[src/rtl/alu_pkg.sv]
// Shared opcode, width and flag definitions for the ALU op sequencer.
package alu_pkg;

  localparam int OPC_W      = 4;
  localparam int SHIFT_W    = 5;
  localparam int TAG_W      = 4;
  localparam int FLAGS_W    = 3;
  localparam int FLAG_CARRY = 2;
  localparam int FLAG_ZERO  = 1;
  localparam int FLAG_SIGN  = 0;

  typedef logic [OPC_W-1:0] opcode_t;

  localparam opcode_t OP_ADD   = 4'd0;
  localparam opcode_t OP_SUB   = 4'd1;
  localparam opcode_t OP_MUL   = 4'd2;
  localparam opcode_t OP_MIN   = 4'd3;
  localparam opcode_t OP_SEQ   = 4'd4;
  localparam opcode_t OP_PASSB = 4'd5;
  localparam opcode_t OP_SRL   = 4'd6;
  localparam opcode_t OP_SRA   = 4'd7;
  localparam opcode_t OP_SNE   = 4'd8;
  localparam opcode_t OP_MAX   = 4'd9;
  localparam opcode_t OP_NOR   = 4'd10;

  // One stage of the issue-tracking pipe that shadows the external ALU.
  typedef struct packed {
    logic               valid;
    logic [TAG_W-1:0]   tag;
    opcode_t            op;
  } trk_t;

  function automatic logic is_arith(input opcode_t op);
    return (op == OP_ADD) || (op == OP_SUB);
  endfunction

endpackage

[src/rtl/alu_op_sequencer_if.sv]
// Request, ALU-drive and response signals of the ALU op sequencer; the
// sequencer takes the slave view, its environment the master view.
interface alu_op_sequencer_if #(parameter int WIDTH = 16);
  import alu_pkg::*;

  logic                 req_valid;
  logic                 req_ready;
  opcode_t              req_opcode;
  logic [WIDTH-1:0]     req_a;
  logic [WIDTH-1:0]     req_b;
  logic [SHIFT_W-1:0]   req_shift;
  logic [TAG_W-1:0]     req_tag;

  opcode_t              alu_opcode;
  logic [WIDTH-1:0]     alu_input1;
  logic [WIDTH-1:0]     alu_input2;
  logic [SHIFT_W-1:0]   alu_shiftValue;
  logic [WIDTH-1:0]     alu_result;
  logic                 alu_carry;
  logic                 alu_zero;
  logic                 alu_sign;

  logic                 rsp_valid;
  logic                 rsp_ready;
  logic [WIDTH-1:0]     rsp_result;
  logic [FLAGS_W-1:0]   rsp_flags;
  logic [TAG_W-1:0]     rsp_tag;

  modport slave (
    input  req_valid, req_opcode, req_a, req_b, req_shift, req_tag,
    output req_ready,
    output alu_opcode, alu_input1, alu_input2, alu_shiftValue,
    input  alu_result, alu_carry, alu_zero, alu_sign,
    output rsp_valid, rsp_result, rsp_flags, rsp_tag,
    input  rsp_ready
  );

  modport master (
    output req_valid, req_opcode, req_a, req_b, req_shift, req_tag,
    input  req_ready,
    input  alu_opcode, alu_input1, alu_input2, alu_shiftValue,
    output alu_result, alu_carry, alu_zero, alu_sign,
    input  rsp_valid, rsp_result, rsp_flags, rsp_tag,
    output rsp_ready
  );

endinterface

[src/rtl/alu_seq_fifo.sv]
// Synchronous show-ahead response FIFO; head entry is visible on o_rdata
// whenever the FIFO is non-empty, and push+pop in one cycle keeps the count.
module alu_seq_fifo #(
  parameter int DW    = 8,
  parameter int DEPTH = 4,
  parameter int CNT_W = $clog2(DEPTH + 1)
) (
  input  logic             clk,
  input  logic             rst,
  input  logic             i_push,
  input  logic [DW-1:0]    i_wdata,
  input  logic             i_pop,
  output logic [DW-1:0]    o_rdata,
  output logic             o_empty,
  output logic [CNT_W-1:0] o_count
);

  localparam int PTR_W = (DEPTH > 1) ? $clog2(DEPTH) : 1;

  logic [DW-1:0]    r_mem [DEPTH];
  logic [PTR_W-1:0] r_wr_ptr;
  logic [PTR_W-1:0] r_rd_ptr;
  logic [CNT_W-1:0] r_count;
  logic             w_push;
  logic             w_pop;

  function automatic logic [PTR_W-1:0] ptr_next(input logic [PTR_W-1:0] p);
    return (p == PTR_W'(DEPTH - 1)) ? PTR_W'(0) : p + PTR_W'(1);
  endfunction

  assign w_pop  = i_pop && (r_count != CNT_W'(0));
  // A pop in the same cycle frees the slot being written when full.
  assign w_push = i_push && ((r_count != CNT_W'(DEPTH)) || w_pop);

  always_ff @(posedge clk) begin
    if (rst) begin
      r_wr_ptr <= PTR_W'(0);
      r_rd_ptr <= PTR_W'(0);
      r_count  <= CNT_W'(0);
      for (int i = 0; i < DEPTH; i++) r_mem[i] <= DW'(0);
    end else begin
      if (w_push) begin
        r_mem[r_wr_ptr] <= i_wdata;
        r_wr_ptr        <= ptr_next(r_wr_ptr);
      end
      if (w_pop) r_rd_ptr <= ptr_next(r_rd_ptr);
      case ({w_push, w_pop})
        2'b10:   r_count <= r_count + CNT_W'(1);
        2'b01:   r_count <= r_count - CNT_W'(1);
        default: r_count <= r_count;
      endcase
    end
  end

  assign o_rdata = r_mem[r_rd_ptr];
  assign o_empty = (r_count == CNT_W'(0));
  assign o_count = r_count;

endmodule

[src/rtl/alu_op_sequencer.sv]
// Issues requests into an external ALU_LAT-cycle pipelined ALU and returns
// results in order through a credit-protected FIFO. ALU_SEQ_LOCAL_FLAGS_EN
// recomputes the response flags locally instead of passing the ALU's through.
module alu_op_sequencer
  import alu_pkg::*;
#(
  parameter int WIDTH      = 16,
  parameter int ALU_LAT    = 2,
  parameter int FIFO_DEPTH = 4
) (
  input  logic               clk,
  input  logic               rst,
  alu_op_sequencer_if.slave  bus
);

  localparam int CNT_W   = $clog2(FIFO_DEPTH + 1);
  localparam int USED_W  = $clog2(FIFO_DEPTH + ALU_LAT + 2) + 1;
  localparam int ENTRY_W = TAG_W + FLAGS_W + WIDTH;

  logic               w_accept;
  logic               w_capture;
  logic               w_pop;
  logic               w_fifo_empty;
  logic [CNT_W-1:0]   w_fifo_count;
  logic [USED_W-1:0]  w_used;
  logic [FLAGS_W-1:0] w_flags;
  logic [ENTRY_W-1:0] w_wdata;
  logic [ENTRY_W-1:0] w_rdata;

  logic               r_iss_valid;
  logic [TAG_W-1:0]   r_iss_tag;
  opcode_t            r_alu_opcode;
  logic [WIDTH-1:0]   r_alu_input1;
  logic [WIDTH-1:0]   r_alu_input2;
  logic [SHIFT_W-1:0] r_alu_shift;
  trk_t               r_trk [ALU_LAT];

  assign w_accept = bus.req_valid && bus.req_ready;

  // Every op between the issue register and the FIFO output holds a credit.
  always_comb begin
    w_used = USED_W'(w_fifo_count) + USED_W'(r_iss_valid);
    for (int i = 0; i < ALU_LAT; i++) w_used = w_used + USED_W'(r_trk[i].valid);
  end

  assign bus.req_ready = !rst && (w_used < USED_W'(FIFO_DEPTH));

  always_ff @(posedge clk) begin
    if (rst || !w_accept) begin
      r_iss_valid  <= 1'b0;
      r_iss_tag    <= TAG_W'(0);
      r_alu_opcode <= OP_PASSB;
      r_alu_input1 <= WIDTH'(0);
      r_alu_input2 <= WIDTH'(0);
      r_alu_shift  <= SHIFT_W'(0);
    end else begin
      r_iss_valid  <= 1'b1;
      r_iss_tag    <= bus.req_tag;
      r_alu_opcode <= bus.req_opcode;
      r_alu_input1 <= bus.req_a;
      r_alu_input2 <= bus.req_b;
      r_alu_shift  <= bus.req_shift;
    end
  end

  always_ff @(posedge clk) begin
    if (rst) begin
      for (int i = 0; i < ALU_LAT; i++) r_trk[i] <= '0;
    end else begin
      r_trk[0] <= trk_t'{valid: r_iss_valid, tag: r_iss_tag, op: r_alu_opcode};
      for (int i = 1; i < ALU_LAT; i++) r_trk[i] <= r_trk[i-1];
    end
  end

  assign w_capture = r_trk[ALU_LAT-1].valid;

  always_comb begin
    w_flags = FLAGS_W'(0);
`ifdef ALU_SEQ_LOCAL_FLAGS_EN
    w_flags[FLAG_CARRY] = is_arith(r_trk[ALU_LAT-1].op) ? bus.alu_carry : 1'b0;
    w_flags[FLAG_ZERO]  = (bus.alu_result == WIDTH'(0));
    w_flags[FLAG_SIGN]  = bus.alu_result[WIDTH-1];
`else
    w_flags[FLAG_CARRY] = bus.alu_carry;
    w_flags[FLAG_ZERO]  = bus.alu_zero;
    w_flags[FLAG_SIGN]  = bus.alu_sign;
`endif
  end

  assign w_wdata = {r_trk[ALU_LAT-1].tag, w_flags, bus.alu_result};
  assign w_pop   = !w_fifo_empty && bus.rsp_ready;

  alu_seq_fifo #(
    .DW    (ENTRY_W),
    .DEPTH (FIFO_DEPTH),
    .CNT_W (CNT_W)
  ) u_rsp_fifo (
    .clk     (clk),
    .rst     (rst),
    .i_push  (w_capture),
    .i_wdata (w_wdata),
    .i_pop   (w_pop),
    .o_rdata (w_rdata),
    .o_empty (w_fifo_empty),
    .o_count (w_fifo_count)
  );

  assign bus.alu_opcode     = r_alu_opcode;
  assign bus.alu_input1     = r_alu_input1;
  assign bus.alu_input2     = r_alu_input2;
  assign bus.alu_shiftValue = r_alu_shift;
  assign bus.rsp_valid      = !w_fifo_empty;
  assign {bus.rsp_tag, bus.rsp_flags, bus.rsp_result} = w_rdata;

endmodule
[src/flat_wrapper.sv]
// flat-port wrapper written by rule: the top's interface ports become plain ports
module alu_op_sequencer_flat import alu_pkg::*;
#(
  parameter int WIDTH      = 16,
  parameter int ALU_LAT    = 2,
  parameter int FIFO_DEPTH = 4
)
  (clk, rst, bus_req_valid, bus_req_opcode, bus_req_a, bus_req_b, bus_req_shift, bus_req_tag, bus_req_ready, bus_alu_opcode, bus_alu_input1, bus_alu_input2, bus_alu_shiftValue, bus_alu_result, bus_alu_carry, bus_alu_zero, bus_alu_sign, bus_rsp_valid, bus_rsp_result, bus_rsp_flags, bus_rsp_tag, bus_rsp_ready);
  alu_op_sequencer_if #(.WIDTH(WIDTH)) bus_i ();
  input  logic clk;
  input  logic rst;
  input wire logic [$bits(bus_i.req_valid)-1:0] bus_req_valid;
  input wire logic [$bits(bus_i.req_opcode)-1:0] bus_req_opcode;
  input wire logic [$bits(bus_i.req_a)-1:0] bus_req_a;
  input wire logic [$bits(bus_i.req_b)-1:0] bus_req_b;
  input wire logic [$bits(bus_i.req_shift)-1:0] bus_req_shift;
  input wire logic [$bits(bus_i.req_tag)-1:0] bus_req_tag;
  output wire logic [$bits(bus_i.req_ready)-1:0] bus_req_ready;
  output wire logic [$bits(bus_i.alu_opcode)-1:0] bus_alu_opcode;
  output wire logic [$bits(bus_i.alu_input1)-1:0] bus_alu_input1;
  output wire logic [$bits(bus_i.alu_input2)-1:0] bus_alu_input2;
  output wire logic [$bits(bus_i.alu_shiftValue)-1:0] bus_alu_shiftValue;
  input wire logic [$bits(bus_i.alu_result)-1:0] bus_alu_result;
  input wire logic [$bits(bus_i.alu_carry)-1:0] bus_alu_carry;
  input wire logic [$bits(bus_i.alu_zero)-1:0] bus_alu_zero;
  input wire logic [$bits(bus_i.alu_sign)-1:0] bus_alu_sign;
  output wire logic [$bits(bus_i.rsp_valid)-1:0] bus_rsp_valid;
  output wire logic [$bits(bus_i.rsp_result)-1:0] bus_rsp_result;
  output wire logic [$bits(bus_i.rsp_flags)-1:0] bus_rsp_flags;
  output wire logic [$bits(bus_i.rsp_tag)-1:0] bus_rsp_tag;
  input wire logic [$bits(bus_i.rsp_ready)-1:0] bus_rsp_ready;
  assign bus_i.req_valid = bus_req_valid;
  assign bus_i.req_opcode = bus_req_opcode;
  assign bus_i.req_a = bus_req_a;
  assign bus_i.req_b = bus_req_b;
  assign bus_i.req_shift = bus_req_shift;
  assign bus_i.req_tag = bus_req_tag;
  assign bus_req_ready = bus_i.req_ready;
  assign bus_alu_opcode = bus_i.alu_opcode;
  assign bus_alu_input1 = bus_i.alu_input1;
  assign bus_alu_input2 = bus_i.alu_input2;
  assign bus_alu_shiftValue = bus_i.alu_shiftValue;
  assign bus_i.alu_result = bus_alu_result;
  assign bus_i.alu_carry = bus_alu_carry;
  assign bus_i.alu_zero = bus_alu_zero;
  assign bus_i.alu_sign = bus_alu_sign;
  assign bus_rsp_valid = bus_i.rsp_valid;
  assign bus_rsp_result = bus_i.rsp_result;
  assign bus_rsp_flags = bus_i.rsp_flags;
  assign bus_rsp_tag = bus_i.rsp_tag;
  assign bus_i.rsp_ready = bus_rsp_ready;
  alu_op_sequencer #(.WIDTH(WIDTH), .ALU_LAT(ALU_LAT), .FIFO_DEPTH(FIFO_DEPTH)) u_core (.clk(clk), .rst(rst), .bus(bus_i));
endmodule
[config.mk]
export PLATFORM = sky130hd
export DESIGN_NAME = alu_op_sequencer_flat
export DESIGN_NICKNAME = d
export VERILOG_FILES = /design/src/rtl/alu_pkg.sv /design/src/rtl/alu_op_sequencer_if.sv /design/src/rtl/alu_seq_fifo.sv /design/src/rtl/alu_op_sequencer.sv /design/src/flat_wrapper.sv
export SDC_FILE = /design/constraint.sdc
export NUM_CORES = 1
export LEC_CHECK = 0
export ABC_AREA = 1
export BUFFER_PORTS_ARGS = -buffer_cell sky130_fd_sc_hd__buf_2
export CAP_MARGIN = 40
export CORE_ASPECT_RATIO = 0.6
export CORE_MARGIN = 8
export CORE_UTILIZATION = 58
export DETAILED_ROUTE_END_ITERATION = 6
export PLACE_DENSITY_LB_ADDON = 0.12
export SYNTH_ARGS = -nofsm -noshare
export SYNTH_HDL_FRONTEND = slang
export SYNTH_SLANG_ARGS = --single-unit
[constraint.sdc]
create_clock -name clk -period 7.2 [get_ports clk]
set_input_delay 1.44 -clock clk [delete_from_list [all_inputs] [get_ports clk]]
set_output_delay 1.44 -clock clk [all_outputs]
set_load 0.01 [all_outputs]
Word-level counts from Yosys, hierarchy flattened --
Memories as Yosys holds them, arrays and structs flattened. A register that Yosys moved wholly into a read port is not among the register bits. Index checks and enable logic that the tools add are counted.
Storage, ports and cells: register bits after elaboration 53, RAM bits 110, bits of input ports 68, output and inout port bits 66, word-level logic and storage cells 57, memories kept 2
Operators by class: $add $sub $neg 7, order comparisons 1, eq/ne operators 5, mux-type cells 17, bitwise logic cells 2, reductions and logical operators 14
Memories:
- u_core.u_rsp_fifo.r_mem | depth 4, width 23, read ports 1, clocked after Yosys merged registers in 1, wr ports 4, line alu_seq_fifo.sv:20 | logic [DW-1:0] r_mem [DEPTH];
- u_core.r_trk | depth 2, width 9, read ports 2, clocked after Yosys merged registers in 0, wr ports 2, line alu_op_sequencer.sv:36 | trk_t r_trk [ALU_LAT];
Operators with widths (number):
- 2-to-1 mux 23 bit | 1
- OR reduction 23 bit | 1
- 2-to-1 mux 9 bit | 2
- 2-to-1 mux 2 bit | 5
- adder 4 x 1 -> 4 bit | 2
- 2-to-1 mux 1 bit | 8
- == test 2 bit, second input constant | 3
- case mux 3 bit (2 select lines) | 1
- logical AND 1 bit | 5
- adder 2 x 1 -> 2 bit, second input constant | 2
- adder 3 x 1 -> 4 bit | 1
- less-than comparator 4 x 3 -> 1 bit, second input constant | 1
- adder 3 x 1 -> 3 bit, second input constant | 1
- logical NOT 1 bit | 3
- logical NOT 3 bit | 1
- inequality test 3 bit, second input constant | 1
- nonzero test 3 bit | 1
- subtractor 3 x 1 -> 3 bit, second input constant | 1
- == test 2 x 1 -> 1 bit, second input constant | 1
- logical OR 1 bit | 2
- bitwise OR 1 bit | 2
- nonzero test 2 bit | 1

Longest topological paths before layout --
Gate-level depths: netlist of the first run.
depth after elaboration 11, gate-level depth with buffers 10, gate-level depth less buffers 9

Cells and area by module --
A second synthesis of the first run with hierarchy kept.
Second synthesis, totals: cells, all modules 601, area total of the unflattened synthesis 6080.8 um^2
By module, submodules not included:
- alu_seq_fifo | instances 1, cells an instance 413, area an instance 4379.2 um^2
- alu_op_sequencer | instances 1, cells an instance 188, area an instance 1701.6 um^2

Least setup slack after synthesis of the first run --
Ideal clock, no wire load.
kind in2reg, start input bus_rsp_ready, end memory u_core.u_rsp_fifo.r_mem[3][0] in the netlist's numbering (enable), library setup time 0.439 ns, data arrival time 3.445 ns, data required time 6.761 ns, path slack 3.317 ns, stages 4, buffers on the path 0, cells stage by stage inv_1 -> nand3_4 -> nand2_1 -> o31ai_1
RTL lines:
- start: declaration | line flat_wrapper.sv:31 | input wire logic [$bits(bus_i.rsp_ready)-1:0] bus_rsp_ready;
- end: declaration | line alu_seq_fifo.sv:20

==> metrics.csv, run 1 <==
stage,metric,value,unit
run_status,status,completed,
cells_and_area,syn2layout_area_growth,23.1,%
logic_synthesis,synth_sequential_area_ratio,66.8,%
timing,finalCriticalPeriod,4100,ps
clock_tree,htree_levels,4,
clock_tree,cts-resized-gates,0,
pwr,internal_power,1.78,mW
floorplan,die_w,148,µm
setup_path,critPathKind,reg -> out,
pwr,power_frac_comb,21.3,%
setup_path,ff2ff_path_depth,7,
logic_synthesis,yosysTopAreaCellShare,45.4,%
routing,drc_errors,0,
setup_path,r2r-end,u_core.u_rsp_fifo.r_mem[1][15]$_SDFFCE_PN0P_,
logic_synthesis,syn_area,6090,µm²
routing,wl_met3,1.24,mm
global_routing,antenna_found_initial,0,
clock_tree,cts_sinks,157,
global_routing,grt_pass1_vias,4346,
worst_hold_path,min_path_cells,2,
place,gp_congestion,0.844,
logic_synthesis,synthMuxAreaShare,0,%
timing,finalHoldViolations,0,
timing,grt_setup_unrepaired,false,
cells_and_area,nets,793,
routing,vias,4369,
floorplan,num_io_pins,134,
clock_tree,cts_tree,built,
logic_synthesis,synth_seq_cells,157,
timing,fmax,244,MHz
logic_synthesis,synth-compound-area-share,7.28,%
pwr,peakVddDrop,0.000254,V
logic_synthesis,synth_nets,662,
timing,slew_headroom,44.5,%
cells_and_area,multiInputGateArea,1540,µm²
logic_synthesis,netlist_instances,589,
pwr,seqPwrFrac,42.2,%
setup_path,crit_required,5760,ps
setup_path,start_kind,flip-flop,
logic_synthesis,synth.distinct_cells,30,
logic_synthesis,synth_xor_xnor_area_share,0,%
routing,wl_met2,6.31,mm
global_routing,grt_max_degree,48,
clock_tree,cts_made_buffers,17,
logic_synthesis,avgSynthCellArea,10.3,µm²
pwr,p_switching,721,µW
routing,drt-total-wl,13.4,mm
timing,period_share,56.9,%
setup_path,critPathCaptureType,output port,
worst_hold_path,hold-path-endpoint,u_core.r_trk[0][16]$_SDFF_PP0_,
clock_tree,cts_hold_repair.buffers,0,
place,post-dp-hpwl,9.31,mm
clock_tree,clk_pin_slew,60,ps
clock_tree,clockBufferDepth,2,
clock_tree,insertion_delay,410,ps
setup_path,cp.arrival,2660,ps
logic_synthesis,synth_warnings,0,
setup_path,reg2reg_from,u_core.u_rsp_fifo.o_count[1]$_SDFFE_PP0P_,
cells_and_area,num_antenna_cells,0,
timing,tns,0,ps
floorplan,start_util,58.6,%
global_routing,overflow,0,
routing,avgViaCountPerCell,5.01,
pwr,clkPwrFrac,36.5,%
flow_run,drv_cap,0,
global_routing,grt_pass1_wl,21.5,mm
logic_synthesis,yosys.area.top_type,edfxtp_1,
timing,skew,5.74,ps
cells_and_area,fillers,758,
routing,highest_layer,met4,
timing,setup_viol,0,
timing,drv_slew,0,
place,post-place-ws,2990,ps
floorplan,die-area,14100,µm²
global_routing,grt.total_usage,19.5,%
worst_hold_path,hold_path_class,reg -> reg,
routing,dr.pass1.iters,5,
floorplan,rows,29,
floorplan,core-area,10400,µm²
routing,postRouteAntennaNets,0,
routing,drt_iter0_drc,250,
timing,fin_ws,3100,ps
cells_and_area,drive_gt1_share,27.4,%
pwr,p_total,2.50,mW
worst_hold_path,hold_path.startpoint,u_core.r_trk[0][7]$_SDFF_PP0_,
timing,worst_pin_slew,831,ps
logic_synthesis,synthAdderAreaFrac,1.27,%
logic_synthesis,synth-simple-area-share,16.5,%
setup_path,r2r_slack,4470,ps
logic_synthesis,netlist_top_cells_area,"edfxtp_1 45%, dfxtp_1 21%, nor2_1 11%, inv_1 5.7%, o21ai_0 4.2%",
pwr,power_density,333,nW/µm²
pwr,power.share.switching,28.9,%
routing,met1_length,5.74,mm
clock_tree,clockRootBuffer,clkbuf_16,
pwr,cellLeakagePower,3.45,nW
floorplan,dieHeight,95.3,µm
routing,wl_per_cell,15.4,µm
setup_path,path_max_fanout,47,
clock_tree,cts_setup_buffers,0,
logic_synthesis,synth_top_family_by_area,simple AND/OR/NAND/NOR gates,
cells_and_area,seq_area,4060,µm²
place,numPortBuffers,133,
-- power by group through the flow --
stage | logic, mW | registers [mW] | clock network, mW
floorplan | 0.324 | 1.06 | 0
global placement | 0.507 | 1.07 | 0
detailed placement | 0.527 | 1.07 | 0
CTS | 0.536 | 1.05 | 0.923
global route | 0.594 | 1.06 | 0.962
finish | 0.531 | 1.05 | 0.912
-- sequential cells by signal, summed over array words and instances, names as in the netlist, named ones only --
signal / flops
u_core.r_trk: 10
u_core.u_rsp_fifo.o_count: 3
u_core.u_rsp_fifo.r_mem: 92
u_core.bus.alu_input1: 16
u_core.r_iss_tag: 4
u_core.u_rsp_fifo.r_wr_ptr: 2
u_core.bus.alu_opcode: 4
u_core.bus.alu_input2: 16
u_core.r_iss_valid: 1
u_core.u_rsp_fifo.r_rd_ptr: 2
u_core.bus.alu_shiftValue: 5
-- critical path, stage by stage, from the launching register on --
cell	delay (ps)
dfxtp_1	300
buf_4	390
clkinv_1	590
buf_4	420
o21ai_0	230
o22ai_1	110
buf_2	160
-- per-stage QoR --
step           hold slack, ps  area (µm²)  utilization, %  instances
4_1_cts                   407        7490            72.2        872
3_3_place_gp              396        6810            65.6        836
5_1_grt                   418        7490            72.2        872
6_report                  403        7490            72.2        872
2_1_floorplan             388        6090               -        589
3_5_place_dp              395        6890            66.4        840
-- cells in the final DEF, fill, tap and decap left out --
master	instances
buf_16	1
buf_2	133
a21oi_1	1
clkinvlp_4	2
nand3_4	1
o21ai_0	51
clkinvlp_2	1
clkinv_2	4
or2_2	3
clkinv_4	1
buf_4	3
o22ai_1	25
inv_1	92
a21oi_2	1
clkbuf_1	2
o211a_1	1
nand2_1	12
nand3_2	1
nand4_2	1
o31ai_4	1
ha_1	3
nor2_2	11
clkinv_1	2
nor2_1	179
nand4_1	1
nand2_2	3
buf_12	1
bufinv_16	4
clkbuf_16	17
nand3_1	3
buf_8	2
edfxtp_1	92
dfxtp_1	65
fa_1	2
nor2_4	10
nor3_1	1
-- layout make-up --
class                      count  area share (%)
sequential                   157            54.2
multi-input combinational    311            20.5
timing repair buffer         140            10.2
clock buffer                  19            5.78
inverter                      93            4.66
tap                          139            2.32
clock inverter                13            2.30
-- routing by layer --
metal | vias to the layer above | global-route usage (%)
met5 | - | 0
met4 | 0 | 4.30
met3 | 12 | 7.96
met2 | 163 | 32.0
met1 | 2053 | 24.2
li1 | 2141 | -
-- cells by family (layout without fill, tap and decap cells) --
| family | after synthesis | after routing |
|---|---|---|
| AO/OA/AOI/OAI | 80 | 80 |
| adder cells (fa/ha/maj) | 5 | 5 |
| buffers and inverters | 121 | 265 |
| flip-flops | 157 | 157 |
| AND/OR/NAND/NOR | 226 | 226 |
-- synthesized netlist by cell type (all sizes together) --
library cell and n:
nor2 200, edfxtp 92, inv 92, dfxtp 65, o21ai 51, o22ai 25
buf 16, nand2 15, clkbuf 12, nand3 5, ha 3, or2 3
a21oi 2, fa 2, nand4 2, clkinv 1, nor3 1, o211a 1
o31ai 1
-- worst max path at each step --
stage	from	endpoint
6_report	flip-flop	bus_rsp_result[10]
2_1_floorplan	bus_rsp_ready	u_core.u_rsp_fifo.r_mem[3][0]$_DFFE_PP_
3_3_place_gp	rst	u_core.u_rsp_fifo.r_mem[0][15]$_SDFFCE_PN0P_
4_1_cts	flip-flop	bus_rsp_result[10]
3_5_place_dp	rst	u_core.u_rsp_fifo.r_mem[1][7]$_SDFFCE_PN0P_
5_1_grt	flip-flop	bus_rsp_result[4]
No activity file was read; power rests on OpenSTA's default activity.
==> run 2: changes to the inputs <==
--- a/config.mk
+++ b/config.mk
@@ -10,7 +10,7 @@
 export CAP_MARGIN = 40
 export CORE_ASPECT_RATIO = 0.6
 export CORE_MARGIN = 8
-export CORE_UTILIZATION = 58
+export CORE_UTILIZATION = 49
 export DETAILED_ROUTE_END_ITERATION = 6
 export PLACE_DENSITY_LB_ADDON = 0.12
 export SYNTH_ARGS = -nofsm -noshare
==> constraint.sdc (replaced) <==
create_clock -name clk -period 3.4 [get_ports clk]
set_input_delay 0.68 -clock clk [delete_from_list [all_inputs] [get_ports clk]]
set_output_delay 0.68 -clock clk [all_outputs]
set_load 0.01 [all_outputs]
==> run 2 against run 1 <==
Wire length rose by 1.3%. Clock power rose by 100%. Critical endpoint is now bus_rsp_flags[0]. First-iteration DRC count fell by 2.4%.
==> metrics.csv, run 2 (synthesis results as in run 1) <==
stage,metric,value,unit,change
timing,tns,0,ps,unchanged
timing,skew,9.97,ps,was 5.74 ps
timing,finalCriticalPeriod,2780,ps,
routing,dr.pass1.iters,4,,was 5
clock_tree,clockBufferDepth,2,,unchanged
floorplan,core-area,12100,µm²,was 10400 µm²
worst_hold_path,min_path_cells,2,,unchanged
global_routing,antenna_found_initial,0,,unchanged
clock_tree,cts_setup_buffers,0,,unchanged
flow_run,drv_cap,0,,unchanged
routing,drc_errors,0,,unchanged
global_routing,overflow,0,,unchanged
clock_tree,cts_sinks,157,,unchanged
setup_path,critPathCaptureType,output port,,unchanged
cells_and_area,drive_gt1_share,28.0,%,was 27.4%
floorplan,die_w,160,µm,was 148 µm
global_routing,grt_max_degree,47,,was 48
floorplan,dieHeight,102,µm,was 95.3 µm
timing,period_share,81.7,%,
clock_tree,clockRootBuffer,clkbuf_16,,unchanged
global_routing,grt.total_usage,17.0,%,was 19.5%
cells_and_area,fillers,1005,,was 758
cells_and_area,fin_util,62.1,%,was 72.2%
pwr,cellLeakagePower,3.47,nW,was 3.45 nW
floorplan,rows,31,,was 29
clock_tree,cts_hold_repair.buffers,0,,unchanged
cells_and_area,num_antenna_cells,0,,unchanged
setup_path,path_max_fanout,24,,was 47
setup_path,start_kind,flip-flop,,unchanged
routing,drt-total-wl,13.6,mm,was 13.4 mm
place,numPortBuffers,133,,unchanged
worst_hold_path,hold_path_class,reg -> reg,,unchanged
floorplan,start_util,50.3,%,was 58.6%
setup_path,ff2ff_path_depth,10,,was 7
global_routing,grt_pass1_vias,4400,,was 4346
timing,finalHoldViolations,0,,unchanged
timing,drv_slew,0,,unchanged
place,post-dp-hpwl,8.98,mm,was 9.31 mm
clock_tree,insertion_delay,410,ps,about the same
clock_tree,cts-resized-gates,0,,unchanged
cells_and_area,multiInputGateArea,1540,µm²,unchanged
floorplan,die-area,16400,µm²,was 14100 µm²
timing,holdWs,404,ps,was 403 ps
routing,drt_iter0_drc,244,,was 250
pwr,peakVddDrop,0.000384,V,was 0.000254 V
cells_and_area,seq_area,4060,µm²,unchanged
setup_path,cp.arrival,2100,ps,was 2660 ps
timing,slew_headroom,56.4,%,was 44.5%
cells_and_area,syn2layout_area_growth,23.4,%,was 23.1%
run_status,status,completed,,unchanged
global_routing,grt_pass1_wl,21.8,mm,was 21.5 mm
routing,avgViaCountPerCell,4.74,,was 5.01
pwr,power_density,691,nW/µm²,was 333 nW/µm²
cells_and_area,final_cell_mix,"179 x nor2_1, 133 x buf_2, 92 x inv_1, 92 x edfxtp_1, 65 x dfxtp_1",,unchanged
setup_path,crit_required,2720,ps,was 5760 ps
clock_tree,htree_levels,4,,unchanged
routing,vias,4288,,was 4369
cells_and_area,nets,799,,was 793
timing,grt_setup_unrepaired,false,,unchanged
timing,setup_viol,0,,unchanged
cells_and_area,largest_register,u_core.u_rsp_fifo.r_mem,,unchanged
cells_and_area,largest_reg_flops,92,,unchanged
cells_and_area,mostFrequentLayoutCell,nor2_1,,unchanged
place,gp_congestion,0.759,,was 0.844
clock_tree,cts_tree,built,,unchanged
timing,fmax,360,MHz,
floorplan,num_io_pins,134,,unchanged
setup_path,critPathKind,reg -> out,,unchanged
clock_tree,clk_pin_slew,60,ps,about the same
routing,postRouteAntennaNets,0,,unchanged
clock_tree,cts_made_buffers,17,,unchanged
routing,wl_per_cell,15.0,µm,was 15.4 µm
timing,worst_pin_slew,653,ps,was 831 ps
run 2: area by class of cell:
cell class                 count  share of cell area (%)
inverter                      93                    4.65
sequential                   157                    54.1
multi-input combinational    311                    20.5
timing repair buffer         146                    10.3
tap                          165                    2.75
clock buffer                  24                    7.05
clock inverter                 8                   0.650
run 2: report_power, final:
part	total (mW)	switching, mW	internal (mW)
combinational	1.16	0.751	0.413
sequential	2.20	0.0578	2.14
clock	1.83	0.735	1.09
total	5.19	1.54	3.65
run 2: critical path, stage by stage (launching register included):
cell and delay (ps):
dfxtp_1 290, buf_4 200, inv_1 510, o21ai_0 220, o22ai_1 260, buf_2 190
run 2: through the flow:
step	instance area (µm²)	total power [mW]	setup WS, ps	instances
2_1_floorplan	6090	2.94	277	589
3_3_place_gp	6930	3.39	1040	872
3_5_place_dp	6930	3.41	976	872
4_1_cts	7510	5.23	604	904
5_1_grt	7510	5.44	456	904
6_report	7510	5.19	621	904
run 2: metal layers:
layer,up-vias,global-route usage [%],part of all wire (%)
met1,2014,21.9,47
met4,0,5.36,0.77
li1,2153,-,-
met2,113,27.1,45
met3,8,5.39,7.0
met5,-,0,0
run 2: worst paths after layout:
kind	start	to	slack, ps
max	flip-flop	bus_rsp_flags[0]	620
min	u_core.r_iss_tag[3]$_SDFF_PP0_	u_core.r_trk[0][7]$_SDFF_PP0_	400
max reg2reg	u_core.r_trk[0][17]$_SDFF_PP0_	u_core.bus.alu_input2[11]$_SDFF_PP0_	1080
min reg2reg	u_core.r_iss_tag[3]$_SDFF_PP0_	u_core.r_trk[0][7]$_SDFF_PP0_	400
